**config.mk**
```make
export PLATFORM = sky130hd
export DESIGN_NAME = dispense_controller
export DESIGN_NICKNAME = d
export VERILOG_FILES = /design/src/rtl/dispense_controller.sv
export SDC_FILE = /design/constraint.sdc
export NUM_CORES = 1
export LEC_CHECK = 0
export BUFFER_PORTS_ARGS = -buffer_cell sky130_fd_sc_hd__buf_4
export CAP_MARGIN = 20
export CORE_ASPECT_RATIO = 0.6
export CORE_MARGIN = 3
export CORE_UTILIZATION = 54
export CTS_CLUSTER_SIZE = 20
export DETAILED_ROUTE_END_ITERATION = 10
export PLACE_DENSITY = 0.77
export SLEW_MARGIN = 10
export SYNTH_ARGS = -nofsm -noshare
export SYNTH_HDL_FRONTEND = slang
export SYNTH_SLANG_ARGS = --single-unit
```
**constraint.sdc**
```tcl
create_clock -name clock -period 3.7 [get_ports clock]
set_input_delay 0.74 -clock clock [delete_from_list [all_inputs] [get_ports clock]]
set_output_delay 0.74 -clock clock [all_outputs]
set_load 0.05 [all_outputs]
```
**src/rtl/dispense_controller.sv**
```systemverilog
// Dispense sequencer: latches the requested volume on OK, drives the valve and counts flow pulses to the target.
// Latency: 1 clock from a sampled input edge to the registered output change; clear_entry is a 1-cycle pulse per exit.
// Backpressure: none; the optional no-flow timeout / FAULT path is compiled in when DISPENSE_TIMEOUT_EN is defined.
module dispense_controller #(
    parameter int AMOUNT_WIDTH     = 14,
    parameter int MAXIMUM_AMOUNT   = 9999,
    parameter int PULSE_ML         = 5,
    parameter int TIMEOUT_CYCLES   = 50_000_000,
    parameter int DONE_HOLD_CYCLES = 100_000_000
) (
    input  logic                    clock,
    input  logic                    reset,
    input  logic [AMOUNT_WIDTH-1:0] requested_amount,
    input  logic                    button_ok,
    input  logic                    button_cancel,
    input  logic                    flow_pulse,
    output logic                    valve_open,
    output logic [AMOUNT_WIDTH-1:0] dispensed_amount,
    output logic                    busy,
    output logic                    done,
    output logic                    fault,
    output logic                    clear_entry
);

    localparam int TIMER_MAX = (TIMEOUT_CYCLES > DONE_HOLD_CYCLES) ? TIMEOUT_CYCLES : DONE_HOLD_CYCLES;
    localparam int TIMER_W   = $clog2(TIMER_MAX + 1);
    localparam int SUM_W     = AMOUNT_WIDTH + 1;
    localparam logic [SUM_W-1:0]        SAT_MAX   = {1'b0, {AMOUNT_WIDTH{1'b1}}};
    localparam logic [AMOUNT_WIDTH-1:0] AMT_MAX   = AMOUNT_WIDTH'(MAXIMUM_AMOUNT);
    localparam logic [TIMER_W-1:0]      HOLD_LAST = TIMER_W'(DONE_HOLD_CYCLES - 1);
`ifdef DISPENSE_TIMEOUT_EN
    localparam logic [TIMER_W-1:0]      TIMEOUT_LAST = TIMER_W'(TIMEOUT_CYCLES - 1);
`endif

    typedef enum logic [1:0] {
        ST_IDLE,
        ST_DISPENSING,
        ST_DONE,
        ST_FAULT
    } state_t;

    state_t                  state_q, state_d;
    logic [AMOUNT_WIDTH-1:0] target_q, target_d;
    logic [AMOUNT_WIDTH-1:0] disp_q, disp_d;
    logic [TIMER_W-1:0]      timer_q, timer_d;
    logic                    ok_prev_q, cancel_prev_q, flow_prev_q;
    logic                    valve_open_q, valve_open_d;
    logic                    busy_q, busy_d;
    logic                    done_q, done_d;
    logic                    fault_q, fault_d;
    logic                    clear_entry_q, clear_entry_d;

    logic                    ok_edge, cancel_edge, flow_edge, amount_ok;
    logic [SUM_W-1:0]        sum;
    logic [AMOUNT_WIDTH-1:0] disp_inc;

    always_comb begin
        ok_edge     = button_ok & ~ok_prev_q;
        cancel_edge = button_cancel & ~cancel_prev_q;
        flow_edge   = flow_pulse & ~flow_prev_q;
        amount_ok   = (requested_amount != '0) && (requested_amount <= AMT_MAX);
        sum         = {1'b0, disp_q} + SUM_W'(PULSE_ML);
        disp_inc    = (sum > SAT_MAX) ? {AMOUNT_WIDTH{1'b1}} : sum[AMOUNT_WIDTH-1:0];
    end

    always_comb begin
        state_d       = state_q;
        target_d      = target_q;
        disp_d        = disp_q;
        timer_d       = timer_q;
        clear_entry_d = 1'b0;
        case (state_q)
            ST_IDLE: begin
                if (cancel_edge) begin
                    clear_entry_d = 1'b1;
                end else if (ok_edge && amount_ok) begin
                    target_d = requested_amount;
                    disp_d   = '0;
                    timer_d  = '0;
                    state_d  = ST_DISPENSING;
                end
            end
            ST_DISPENSING: begin
                // A flow edge is counted even when cancel wins the same cycle.
                if (flow_edge) begin
                    disp_d  = disp_inc;
                    timer_d = '0;
                end
`ifdef DISPENSE_TIMEOUT_EN
                else begin
                    timer_d = timer_q + TIMER_W'(1);
                end
`endif
                if (cancel_edge) begin
                    state_d       = ST_IDLE;
                    clear_entry_d = 1'b1;
                end else if (flow_edge && (disp_inc >= target_q)) begin
                    state_d = ST_DONE;
                    timer_d = '0;
                end
`ifdef DISPENSE_TIMEOUT_EN
                else if (!flow_edge && (timer_q == TIMEOUT_LAST)) begin
                    state_d = ST_FAULT;
                end
`endif
            end
            ST_DONE: begin
                timer_d = timer_q + TIMER_W'(1);
                if (cancel_edge || ok_edge || (timer_q == HOLD_LAST)) begin
                    state_d       = ST_IDLE;
                    clear_entry_d = 1'b1;
                    timer_d       = '0;
                end
            end
            ST_FAULT: begin
                if (cancel_edge) begin
                    state_d       = ST_IDLE;
                    clear_entry_d = 1'b1;
                end
            end
            default: state_d = ST_IDLE;
        endcase

        valve_open_d = (state_d == ST_DISPENSING);
        busy_d       = (state_d == ST_DISPENSING);
        done_d       = (state_d == ST_DONE);
        fault_d      = (state_d == ST_FAULT);
    end

    always_ff @(posedge clock) begin
        if (reset) begin
            state_q       <= ST_IDLE;
            target_q      <= '0;
            disp_q        <= '0;
            timer_q       <= '0;
            ok_prev_q     <= 1'b1;
            cancel_prev_q <= 1'b1;
            flow_prev_q   <= 1'b1;
            valve_open_q  <= 1'b0;
            busy_q        <= 1'b0;
            done_q        <= 1'b0;
            fault_q       <= 1'b0;
            clear_entry_q <= 1'b0;
        end else begin
            state_q       <= state_d;
            target_q      <= target_d;
            disp_q        <= disp_d;
            timer_q       <= timer_d;
            ok_prev_q     <= button_ok;
            cancel_prev_q <= button_cancel;
            flow_prev_q   <= flow_pulse;
            valve_open_q  <= valve_open_d;
            busy_q        <= busy_d;
            done_q        <= done_d;
            fault_q       <= fault_d;
            clear_entry_q <= clear_entry_d;
        end
    end

    assign valve_open       = valve_open_q;
    assign dispensed_amount = disp_q;
    assign busy             = busy_q;
    assign done             = done_q;
    assign clear_entry      = clear_entry_q;
`ifdef DISPENSE_TIMEOUT_EN
    assign fault            = fault_q;
`else
    assign fault            = 1'b0;
`endif

endmodule

```
==> metrics.csv, run 1 <==
metric;value;unit
Total Routed Length;13.21;mm
kind of cell with the highest combined delay on the critical path;compound AO/OA/AOI/OAI gates;
prevailing post-synth register cell;dfxtp_1;
proportion of power drawn by flip-flops and latches;41.4;%
Root Buffer;clkbuf_16;
worst-case clock buffer depth;2;
total negative slack for setup checks;0;ns
ranking of synthesized cells by instance count;dfxtp_1, nor2_1, a21oi_1;
GRT Residual Overflow;0;
via count;4533;
CTS clk-pin slew, worst paths;0.05;ns
actual slew at the worst max-slew pin;0.7610;ns
Leak Pwr;1.834;nW
area inside the core boundary;7417;um2
DR iter-0 viols;513;
busiest layer in global routing;met1;
combinational family with the most area after synthesis;simple AND/OR/NAND/NOR gates;
final slew viol count;0;
most repeated cell in the gate-level netlist after synthesis;dfxtp_1;
simple-gate portion of the synthesized area;27.36;%
Buf/Inv on CP;2;
worst min path class;flip-flop to flip-flop;
ANT cells;0;
met3 global-route usage;10.94;%
post-route antenna net violation count;0;
Num Clock Sinks;63;
Synth Area in Compound Gates;23.14;%
fill count;600;
met1 track demand over resource in global routing;43.75;%
stage delay of the slowest cell on the critical path;0.47;ns
chain of cells forming the critical path;buf_4, ha_1, nand4b_1, or4_1, a21oi_4, a41oi_4, buf_4, and2_1, ha_1, nand4_1, o21ai_0, a221oi_2, a211oi_2, o211ai_4, and4_1;
number of antenna violations at the first check in global routing;0;
DIE HEIGHT;74.41;um
first-pass GRT wire length;20.69;mm
setup clock skew after layout;0.004927;ns
critical setup path kind;flip-flop to flip-flop;
number of buffers created by CTS;9;
EDFF count, synth;0;
dpl hpwl;9.296;mm
sort of element at the end of the critical path;flip-flop;
number of nets at the end of the flow;628;
mapped cell area;4212;um2
clock latency on the worst-skew pair;0.33;ns
IR drop worst, VDD;314.3;uV
Ys Warns;0;
Final Hold Violating Endpoints;0;
Clock H-tree levels;3;
post-synthesis mux area share;2.139;%
syn avg cell area;7.713;um2
vias in the first global route;3934;
proportion of total power due to net switching;23.81;%
top post-synthesis cells by area;dfxtp_1, ha_1, a21oi_1;
required time of the critical path;3.92;ns
count of pins on the block boundary;38;
fraction of the core area covered by cells at the end of the flow;67.11;%
row cnt;24;
number of maximum-capacitance constraint violations;0;
leading area contributor after synthesis;dfxtp_1;
post-synthesis share of cell area spent on full adders, half adders and majority gates;6.536;%
initial cell density of the core;56.78;%
data arrival time of the critical path;3.87;ns
run status;finished, final reports clean;
number of detailed-routing iterations run before antenna repair;5;
time the worst path needs with I/O delays and setup;3.652;ns
Gate power share;8.0;%
area of the die;8929;um2
final cycle utilization of the critical path;98.69;%
IO buf count;36;
part of the Yosys area used for sequential elements;29.95;%
Post-Synthesis Net Count;587;
number of vias per cell after detailed routing;6.513;
highest fanout seen on the critical path;7;
Max Fclk;0.2738;GHz
clock tree from TritonCTS;yes;
global routing usage on met2;39.37;%
Slew Limit Headroom;48.55;%
number of setup violations in the final report;0;
sort of element at the start of the critical path;flip-flop;
average detailed-routed wire length per instance;18.99;um
share of the synthesized area in the top cell type;29.95;%
fraction of layout cells with a size suffix above 1;18.07;%
layout-stage area growth over the synthesis result;18.18;%
RD Place Congestion;0.9245;
post-synthesis async set-or-reset flop share;0;%
number of buffers inserted by hold repair at cts;0;
net switching power;0.3962;mW
register bit count reported by yosys;63;
post-synthesis instance total;546;
PD cells;334.3;nW/um2
count of different cell masters after synthesis;73;
GRT Resource Usage Total;29.67;%
xor-xnor portion of the synthesized cell area;3.119;%
largest net degree at the start of global routing;47;
horizontal die dimension;120.0;um
Clock power frac;50.6;%
crit path max-delay cell type;or4_1;
cell internal power dissipation;1.268;mW
Post-route DRC;0;
power groups by stage:
stage          clock network [mW]  logic (mW)  registers [mW]
2_1_floorplan                   0      0.0782           0.705
3_3_place_gp                    0       0.122           0.703
3_5_place_dp                    0       0.125           0.703
4_1_cts                     0.845       0.126           0.689
5_1_grt                     0.879       0.144           0.689
6_report                    0.842       0.133           0.689
per-layer routing:
layer	share of wire (%)	up-vias	routed length, um
met5	0	-	0
met4	1.6	0	216
met3	13	25	1780
met2	39	297	5169
met1	46	2122	6048
li1	-	2089	-
final timing paths:
| kind | start | to | slack [ns] | cells after the start |
|---|---|---|---|---|
| max reg2reg | dispensed_amount[1] | busy | 0.05 | 15 |
| max | dispensed_amount[1] | busy | 0.05 | 15 |
| min reg2reg | timer_q[22] | timer_q[22] | 0.50 | 1 |
| min | timer_q[22] | timer_q[22] | 0.50 | 1 |
metrics by stage:
step	setup slack, ns	hold slack (ns)	power, mW	instances	cell area, um2
after floorplan	0.02808	0.4569	0.7835	546	4224
after global placement	0.01317	0.4768	0.8247	676	4602
after detailed placement	-0.2143	0.4890	0.8276	676	4602
after CTS	0.04310	0.4981	1.660	692	4908
after global routing	-0.1119	0.5030	1.712	696	4977
final	0.04835	0.4997	1.664	696	4977
timing repair:
action / CTS / global route
gates resized for setup: 3 / 8
setup buffers: 0 / 4
pin swaps: 0 / 4
endpoints found under the setup margin: 4 / 4
layout make-up:
cell class              instances  area (um2)  share of cell area, %
repair buffers                 62       465.4                  9.351
clock inverters                 4       45.04                 0.9050
multi-input cells             415        2689                  54.02
well taps                     104       130.1                  2.614
clock buffers                  12       246.5                  4.952
flip-flops and latches         63        1266                  25.44
inverters                      36       135.1                  2.715
cells in the final DEF, fill, tap and decap left out, types with 5 or more instances in the layout:
master and count:
buf_4 62, dfxtp_1 59, nor2_1 55, a21oi_1 51, nand2_1 44, inv_1 35, nand3_1 30, ha_1 22
o21ai_0 21, nand4_1 17, nor3_1 15, o31ai_1 14, nor4_1 12, mux2i_1 9, clkbuf_16 9, xnor2_1 8
xor2_1 7, or4_1 5, a31oi_1 5, nand2b_1 5, or2_2 5
kinds of logic (layout without fill, tap and decap cells):
group,Yosys count,count (layout)
buffers and inverters,68,114
AOI/OAI and AO/OA,145,145
xor gates and xnor gates,15,15
adders and majority gates,22,22
other,1,1
DFF,63,63
and+or+nand+nor,223,223
muxes,9,9
registers in the layout, indices dropped and copies added, names as in the netlist:
name	count
busy	1
target_q	14
timer_q	27
ok_prev_q	1
flow_prev_q	1
state_q	2
clear_entry	1
dispensed_amount	14
done	1
cancel_prev_q	1
(Power assumes the default switching activity.)
==> run 2: changes to the inputs <==
Settings changed: CORE_MARGIN 3 to not set.
==> run 2 against run 1 <==
Effect of this change:
- combinational power rose by 3%
- worst setup slack worse by 0.027 ns
- power down 1.3%
- via count increased by 0.79%
- non-clock buffer count is 3 lower
- largest cell class unchanged
- register-to-register slack worse by 0.03 ns
- die area shrank 8.5%
- global-route usage grew 4.1 points
- highest routed layer unchanged
- sequential share of layout area is 0.13 points lower
- final cell count is 0.43% lower
- hold slack barely moved
- sequential power about the same
==> metrics.csv, run 2 (same netlist as run 1, synthesis figures left out) <==
metric;value;unit
run status;finished, final reports clean;
highest metal layer with signal wires;met4;
sort of element at the start of the critical path;flip-flop;
register-to-register setup slack;0.02;ns
final slew viol count;0;
actual slew at the worst max-slew pin;1.126;ns
post-route antenna net violation count;0;
Clock power frac;49.8;%
dpl hpwl;9.375;mm
worst min path class;flip-flop to flip-flop;
required time of the critical path;3.93;ns
crit path max-delay cell type;or4_4;
row cnt;24;
dpl cells;676;
critical setup path kind;flip-flop to flip-flop;
number of buffers created by CTS;9;
Total Routed Length;13.61;mm
path length in cells of the critical path;15;
end point of the most critical hold path;timer_q[0];
IO buf count;36;
count of pins on the block boundary;38;
IR drop worst, VDD;320.7;uV
net switching power;0.4071;mW
GRT Resource Usage Total;33.72;%
stage delay of the slowest cell on the critical path;0.45;ns
Non-Filler Cell Area, Final;5014;um2
Leak Pwr;1.818;nW
Max Fclk;0.2719;GHz
PD cells;327.6;nW/um2
total negative slack for setup checks;0;ns
time the worst path needs with I/O delays and setup;3.678;ns
area inside the core boundary;7417;um2
Buf/Inv on CP;2;
number of buffers inserted by hold repair at cts;0;
Post-route DRC;0;
worst reg2reg startpoint;dispensed_amount[0];
sort of element at the end of the critical path;flip-flop;
area of placed instances;4602;um2
fill count;630;
number of nets at the end of the flow;626;
Root Buffer;clkbuf_16;
DIE HEIGHT;70.41;um
met3 wire length;1.946;mm
Gate power share;8.3;%
GRT Residual Overflow;0;
chain of cells forming the critical path;inv_1, ha_1, nand4b_1, or4_4, a21oi_4, a41oi_2, and2_4, ha_1, nand2b_1, a21oi_1, o311ai_2, buf_4, a211oi_2, o211ai_4, and4_1;
ANT cells;0;
cell internal power dissipation;1.235;mW
number of setup violations in the final report;0;
most used cells in the layout excluding fill and tap cells;dfxtp_1, buf_4, nor2_1, a21oi_1, nand2_1;
horizontal die dimension;116.0;um
number of antenna violations at the first check in global routing;0;
area of the die;8168;um2
hold path startpoint;timer_q[0];
final cycle utilization of the critical path;99.41;%
fraction of layout cells with a size suffix above 1;19.52;%
vias in the first global route;4044;
clock latency on the worst-skew pair;0.34;ns
Slew Limit Headroom;24.84;%
Num Clock Sinks;63;
post-route insts no fill;693;
number of cells on the worst hold path;2;
cells on worst reg2reg path;15;
number of vias per cell after detailed routing;6.593;
proportion of total power due to net switching;24.79;%
CTS clk-pin slew, worst paths;0.06;ns
RD Place Congestion;0.9603;
Final Hold Violating Endpoints;0;
data arrival time of the critical path;3.91;ns
largest net degree at the start of global routing;47;
wire length the detailed router placed on met1;6.158;mm
flip-flop count of the largest register, all copies and words added;27;
worst-case clock buffer depth;2;
most numerous cell on the critical path;ha_1;
Reg-to-Reg End;busy;
average detailed-routed wire length per instance;19.64;um
clock tree from TritonCTS;yes;
highest fanout seen on the critical path;7;
kind of cell with the highest combined delay on the critical path;simple AND/OR/NAND/NOR gates;
largest register by flop count;timer_q;
setup clock skew after layout;0.006258;ns
layout-stage area growth over the synthesis result;19.04;%
number of maximum-capacitance constraint violations;0;
via count;4569;
sum of met2 wire segment lengths after detailed routing;5.316;mm
proportion of power drawn by flip-flops and latches;41.9;%
number of detailed-routing iterations run before antenna repair;8;
initial cell density of the core;56.78;%
worst hold slack across all endpoints;0.4998;ns
DR iter-0 viols;515;
first-pass GRT wire length;20.86;mm
Clock H-tree levels;3;
## run 2: per-layer routing
metal / GRT usage [%] / vias to the layer above
met5: 0 / -
met4: 9.117 / 0
met3: 11.72 / 27
met2: 44.78 / 338
met1: 50.29 / 2124
li1: - / 2080
## run 2: what timing repair did
item,4_1_cts,5_1_grt
gates cloned,0,1
resized for setup,4,18
endpoints found under the setup margin,4,4
hold endpoints to repair,0,0
setup buffers,0,1
pin swaps,1,3
## run 2: layout make-up
type	count	area, um2	share of cell area (%)
tap	104	130.1	2.595
inverter	36	135.1	2.695
multi-input combinational	416	2753	54.90
clock buffer	12	266.5	5.316
timing repair buffer	59	442.9	8.835
clock inverter	3	17.52	0.3494
sequential	63	1269	25.31
## run 2: stage by stage
step           setup slack (ns)  power, mW  utilization [%]
2_1_floorplan           0.02808     0.7835                -
3_3_place_gp             0.1184     0.8244            62.04
3_5_place_dp            -0.1345     0.8281            62.04
4_1_cts                0.002509      1.639            66.13
5_1_grt                -0.04548      1.682            67.59
6_report                0.02170      1.642            67.59
## run 2: power by group through the flow
stage	clock network, mW	registers [mW]	logic (mW)
floorplan	0	0.705	0.0782
finish	0.818	0.688	0.137
global route	0.847	0.688	0.147
CTS	0.821	0.689	0.129
global placement	0	0.703	0.122
detailed placement	0	0.703	0.125
## run 2: worst reg2reg max path, cell delays in order, from the launching register on
cell and delay (ns):
dfxtp_4 0.39, inv_1 0.09, ha_1 0.34, nand4b_1 0.21, or4_4 0.45, a21oi_4 0.21
a41oi_2 0.22, and2_4 0.23, ha_1 0.16, nand2b_1 0.15, a21oi_1 0.19, o311ai_2 0.14
buf_4 0.16, a211oi_2 0.29, o211ai_4 0.11, and4_1 0.23
## run 2: worst max path at each step
stage                      end  slack (ns)                start
after floorplan           busy        0.03  dispensed_amount[0]
after global placement    busy        0.12  dispensed_amount[1]
after detailed placement  busy       -0.13  dispensed_amount[0]
after CTS                 busy       0.003  dispensed_amount[0]
after global routing      busy       -0.05  dispensed_amount[1]
final                     busy        0.02  dispensed_amount[0]
